===== src/rtl/wave_gen_dds.sv =====
// wave_gen_dds: DDS waveform generator (phase accumulator, four-mode shaper,
// optional amplitude scaler) feeding DAC sample registers directly.
// Optional feature macro: WAVE_GEN_AMP_EN builds the amplitude multiplier and
// its pending/active amp registers; without it dout is the shaper output.
// Configuration is double-buffered and committed only at phase wrap, on
// sync_clr, or whenever the generator is stopped (active ftw of zero).
module wave_gen_dds #(
  parameter int PHASE_W = 32,
  parameter int DATA_W  = 8
) (
  input  logic               clk,
  input  logic               reset_n,
  input  logic               ce,
  input  logic               sync_clr,
  input  logic               cfg_load,
  input  logic [PHASE_W-1:0] ftw,
  input  logic [PHASE_W-1:0] phase_off,
  input  logic [1:0]         mode,
  input  logic [DATA_W-1:0]  duty,
  input  logic [DATA_W-1:0]  amp,
  output logic [DATA_W-1:0]  dout,
  output logic               dout_valid,
  output logic               wrap
);

  typedef enum logic [1:0] {
    MODE_SAW_UP   = 2'd0,
    MODE_SAW_DOWN = 2'd1,
    MODE_TRIANGLE = 2'd2,
    MODE_SQUARE   = 2'd3
  } wave_mode_t;

  localparam logic [DATA_W-1:0] MAX_LEVEL  = {DATA_W{1'b1}};
  localparam logic [DATA_W-1:0] DUTY_RESET = {1'b1, {(DATA_W-1){1'b0}}};

  // Stage 0 state
  logic [PHASE_W-1:0] acc;

  // Pending and active configuration sets
  logic [PHASE_W-1:0] ftw_pend, ftw_act;
  logic [PHASE_W-1:0] off_pend, off_act;
  wave_mode_t         mode_pend, mode_act;
  logic [DATA_W-1:0]  duty_pend, duty_act;
  logic               pending_flag;

  // Accumulator arithmetic and commit decision
  logic [PHASE_W-1:0] acc_sum;
  logic               acc_carry;
  logic               carry;
  logic               commit;

  // Stage 1 signals
  logic [DATA_W-1:0]         phase;
  logic [PHASE_W-DATA_W-1:0] phase_frac_unused;
  logic [DATA_W-1:0]         tri_ramp;
  logic [DATA_W-1:0]         shape_w;
  logic [DATA_W-1:0]         shape_q;
  logic                      ce_d1;

  // Advance sum, its carry, and whether this edge commits the pending set
  always_comb begin
    acc_carry = 1'b0;
    acc_sum   = '0;
    carry     = 1'b0;
    commit    = 1'b0;
    {acc_carry, acc_sum} = {1'b0, acc} + {1'b0, ftw_act};
    carry  = ce & ~sync_clr & acc_carry;
    commit = carry | sync_clr | (ftw_act == '0);
  end

  // Phase accumulator: sync_clr beats ce, wrap flags the post-carry value
  always_ff @(posedge clk or negedge reset_n) begin
    if (!reset_n) begin
      acc  <= '0;
      wrap <= 1'b0;
    end else begin
      if (sync_clr) begin
        acc <= '0;
      end else if (ce) begin
        acc <= acc_sum;
      end
      wrap <= carry;
    end
  end

  // Pending set captures every cfg_load; the flag marks an uncommitted set
  always_ff @(posedge clk or negedge reset_n) begin
    if (!reset_n) begin
      ftw_pend     <= '0;
      off_pend     <= '0;
      mode_pend    <= MODE_SAW_UP;
      duty_pend    <= DUTY_RESET;
      pending_flag <= 1'b0;
    end else begin
      if (cfg_load) begin
        ftw_pend  <= ftw;
        off_pend  <= phase_off;
        mode_pend <= wave_mode_t'(mode);
        duty_pend <= duty;
      end
      if (commit) begin
        pending_flag <= 1'b0;
      end else if (cfg_load) begin
        pending_flag <= 1'b1;
      end
    end
  end

  // Active set: a load coinciding with a commit bypasses the pending set
  always_ff @(posedge clk or negedge reset_n) begin
    if (!reset_n) begin
      ftw_act  <= '0;
      off_act  <= '0;
      mode_act <= MODE_SAW_UP;
      duty_act <= DUTY_RESET;
    end else if (commit && cfg_load) begin
      ftw_act  <= ftw;
      off_act  <= phase_off;
      mode_act <= wave_mode_t'(mode);
      duty_act <= duty;
    end else if (commit && pending_flag) begin
      ftw_act  <= ftw_pend;
      off_act  <= off_pend;
      mode_act <= mode_pend;
      duty_act <= duty_pend;
    end
  end

  // Offset phase; only the top DATA_W bits address the waveform
  assign {phase, phase_frac_unused} = acc + off_act;

  // Waveform shaper for the active mode
  always_comb begin
    tri_ramp = {phase[DATA_W-2:0], 1'b0};
    shape_w  = '0;
    case (mode_act)
      MODE_SAW_UP:   shape_w = phase;
      MODE_SAW_DOWN: shape_w = ~phase;
      MODE_TRIANGLE: shape_w = phase[DATA_W-1] ? ~tri_ramp : tri_ramp;
      MODE_SQUARE:   shape_w = (phase < duty_act) ? MAX_LEVEL : '0;
      default:       shape_w = '0;
    endcase
  end

  // Stage 1 register: shaped sample and the first ce delay
  always_ff @(posedge clk or negedge reset_n) begin
    if (!reset_n) begin
      shape_q <= '0;
      ce_d1   <= 1'b0;
    end else begin
      shape_q <= shape_w;
      ce_d1   <= ce;
    end
  end

`ifdef WAVE_GEN_AMP_EN
  logic [DATA_W-1:0] amp_pend, amp_act, amp_q;
  logic [DATA_W:0]   amp_scale;
  logic [2*DATA_W:0] product;
  logic              product_top_unused;
  logic [DATA_W-1:0] product_low_unused;
  logic [DATA_W-1:0] scaled;

  // Amplitude follows the same pending/active commit rules as the rest
  always_ff @(posedge clk or negedge reset_n) begin
    if (!reset_n) begin
      amp_pend <= MAX_LEVEL;
      amp_act  <= MAX_LEVEL;
    end else begin
      if (cfg_load) begin
        amp_pend <= amp;
      end
      if (commit && cfg_load) begin
        amp_act <= amp;
      end else if (commit && pending_flag) begin
        amp_act <= amp_pend;
      end
    end
  end

  // Amplitude travels with its sample so config stays coherent per sample
  always_ff @(posedge clk or negedge reset_n) begin
    if (!reset_n) begin
      amp_q <= MAX_LEVEL;
    end else begin
      amp_q <= amp_act;
    end
  end

  // Scale by (amp+1)/2^DATA_W so amp of all ones is an exact pass-through
  assign amp_scale = {1'b0, amp_q} + {{DATA_W{1'b0}}, 1'b1};
  assign product   = {{(DATA_W+1){1'b0}}, shape_q} * {{DATA_W{1'b0}}, amp_scale};
  assign {product_top_unused, scaled, product_low_unused} = product;

  // Stage 2 register: scaled sample and the second ce delay
  always_ff @(posedge clk or negedge reset_n) begin
    if (!reset_n) begin
      dout       <= '0;
      dout_valid <= 1'b0;
    end else begin
      dout       <= scaled;
      dout_valid <= ce_d1;
    end
  end
`else
  logic [DATA_W-1:0] amp_unused;
  assign amp_unused = amp;

  // Stage 2 register: plain copy of the shaped sample, same latency
  always_ff @(posedge clk or negedge reset_n) begin
    if (!reset_n) begin
      dout       <= '0;
      dout_valid <= 1'b0;
    end else begin
      dout       <= shape_q;
      dout_valid <= ce_d1;
    end
  end
`endif

endmodule


===== config.mk =====
export PLATFORM = sky130hd
export DESIGN_NAME = wave_gen_dds
export DESIGN_NICKNAME = d
export VERILOG_FILES = /design/src/rtl/wave_gen_dds.sv
export SDC_FILE = /design/constraint.sdc
export NUM_CORES = 1
export LEC_CHECK = 0
export BUFFER_PORTS_ARGS = -buffer_cell sky130_fd_sc_hd__buf_4
export CORE_MARGIN = 3
export CORE_UTILIZATION = 40
export DETAILED_ROUTE_END_ITERATION = 16
export GPL_TIMING_DRIVEN = 0
export PLACE_DENSITY_LB_ADDON = 0.2
export SLEW_MARGIN = 20
export SYNTH_ARGS = -nofsm -noshare
export SYNTH_HDL_FRONTEND = slang
export SYNTH_SLANG_ARGS = --single-unit

===== constraint.sdc =====
create_clock -name clk -period 12.65 [get_ports clk]
set_input_delay 0.6325 -clock clk [delete_from_list [all_inputs] [get_ports clk]]
set_output_delay 0.6325 -clock clk [all_outputs]
set_load 0.02 [all_outputs]

==> run metrics <==
status completed; post-cts repair resize count 0; Antenna Cells 0; Post-synth EDFFs 0; Yosys warnings 0; Leakage 5.99 nW; Most used DFF post-synth dfrtp_1; synth unique cells 74; RSZ-0062 raised after global routing false; Final Critical Period 4.71 ns; net count after synthesis 1249; clock latency on the worst-skew pair 0.44 ns; Worst setup EP type flip-flop; post-route ant nets 0; fin nets 1357; I/O pin count 97; initial core utilization 40.9%; Final setup viols 0; Yosys top cell area share 44.7%; total number of vias 8592; FF-to-FF path depth 16; Max-Cap Viols 0; mean post-synth cell area 10.1 sq um; Hold Buf Count CTS 0; Sum Neg Setup Slack 0 ns; Final GP Congestion 0.921; Clock Path Buffers 2; Worst Path Arrival 5.05 ns; Cells after Synth 1092; final critical-path share of the clock period 37.2%; clk sinks 200; starting DRC count in detailed routing 645; worst hold-check path type input pin to async pin; Total Wirelength 28600 um; Core Area 0.0271 sq mm; asr flop ratio synth 100%; CTS tree done; #FFs+latches synth 200; chip width 172 um; first-pass GRT wire length 45400 um; WS Path Type flip-flop to flip-flop; Hold Vio Cnt, Final 0; Non-Filler Instances 1585; vias in the first global route 8147; TritonRoute pass-1 iters 5; CTS Buf Count 17; Cell Rows 60; final worst slack 7.94 ns; Place WS 7.97 ns; Detailed Place HPWL 21700 um; Synth area leader dfrtp_1; area delta synth->final 16.0%; port buffer count 87; Slew HR 48.3%; All-Layer GR Usage 19.7%; top post-synthesis cells by area dfrtp_1 (45%), ha_1 (7.8%), mux2_2 (7.1%); GRT overflow 0; H-tree levels 4; Slew @ Worst Pin 0.775 ns; clock root buffer clkbuf_16; drt drc 0; Final Max Tran Viols 0; crit path launch type flip-flop; cell with the most instances after synthesis dfrtp_1; die area 0.0297 sq mm; skew final 0.0126 ns; Fmax achieved 212 MHz; Crit path required time 12.99 ns; most frequent cells after synthesis dfrtp_1 (198), nand2_1 (91), o21ai_0 (84), mux2_2 (70), ha_1 (69); vias per inst 5.42; power density over cell area 258 mW/mm^2; Die Y 172 um; Inst Count DP 1553; Clock transition at path regs 0.08 ns; routed wire length per instance 18.0 um; layout cells sized above 1 18.9%; initial antenna violation count 0; largest net degree at the start of global routing 80; Seq/Total Area, Yosys 45.2%; Post-CTS Setup Bufs 0; mapped cell area 0.0111 sq mm; worst vdd ir 0.105 mV; Crit Path Max Fanout 9
[worst paths after layout]
check / startpoint / to / slack (ns)
setup reg to reg: off_act[25]$_DFFE_PN0P_ / shape_q[6]$_DFF_PN0_ / 7.94
max in group asynchronous: reset_n / duty_act[7]$_DFFE_PN1P_ / 11.47
setup / recovery: off_act[25]$_DFFE_PN0P_ / shape_q[6]$_DFF_PN0_ / 7.94
hold reg to reg: shape_q[3]$_DFF_PN0_ / dout[3]$_DFF_PN0_ / 0.35
hold / removal: reset_n / ftw_pend[3]$_DFFE_PN0P_ / 0.08
min in group clk: ce / ce_d1$_DFF_PN0_ / 0.33
[logic make-up after synthesis]
group / count (synthesis) / share of synthesized area [%]
AND/OR/NAND/NOR: 301 / 14.0
AO/OA/AOI/OAI: 286 / 16.8
flip-flops: 200 / 45.2
buffers and inverters: 107 / 3.84
multiplexers: 96 / 9.47
adder cells (fa/ha/maj): 70 / 7.98
XOR/XNOR: 32 / 2.60
[through the flow]
stage | util [%] | hold WS, ns | area (sq um) | power [mW]
2_1_floorplan | - | 0.331 | 11100 | 2.30
3_3_place_gp | 45.0 | 0.332 | 12200 | 2.72
3_5_place_dp | 45.2 | 0.335 | 12300 | 2.75
4_1_cts | 47.4 | 0.0829 | 12800 | 3.32
5_1_grt | 47.4 | 0.0996 | 12800 | 3.58
6_report | 47.4 | 0.0771 | 12800 | 3.31
[placed cells by master, fill, tap and decap left out, types with 31 or more instances in the layout]
cell	n
dfrtp_1	198
a21o_1	31
nor2_1	63
o21ai_0	84
a21oi_1	65
nand3b_1	36
ha_1	69
buf_4	87
mux2_2	70
nand2_1	91
clkbuf_1	37
inv_1	55
[worst max-delay path, cell delays in order, from the launching register on]
cell,delay [ns]
dfrtp_1,0.45
ha_1,0.41
a21oi_1,0.31
or3b_2,0.47
o22a_1,0.24
o31ai_2,0.37
o21bai_1,0.12
xor2_1,0.39
ha_1,0.33
nor2b_1,0.13
o21ai_0,0.13
nand2_1,0.10
or3_2,0.43
o21a_1,0.19
buf_6,0.14
and3_4,0.17
a311oi_2,0.23
[where the power goes]
group / switching [mW] / total (mW) / internal (mW)
Sequential: 0.205 / 1.06 / 0.858
Combinational: 0.938 / 1.70 / 0.758
Clock: 0.266 / 0.554 / 0.288
Total: 1.41 / 3.31 / 1.90
[per-layer routing]
layer  vias to the layer above  global-route usage (%)  part of all wire [%]
li1                       4163                       -                     -
met3                        29                    2.97                   4.8
met1                      4190                    30.4                    51
met5                         -                       0                     0
met4                         0                    5.48                   1.6
met2                       210                    28.7                    43
[state kept, by name, summed over array words and instances (netlist names), 8 cells and up]
signal and count:
acc 32, ftw_pend 32, duty_pend 8, off_pend 32, duty_act 8, ftw_act 32
shape_q 8, off_act 32, dout 8
[layout make-up]
class | instances | area (sq um)
plain buffers | 51 | 215
multi-input cells | 785 | 5640
inverters | 56 | 210
fillers | 2607 | 14300
clock inverters | 13 | 133
well taps | 372 | 465
flip-flops and latches | 200 | 5010
clock buffers | 19 | 453
repair buffers | 89 | 716
No activity file was read; power rests on OpenSTA's default activity.
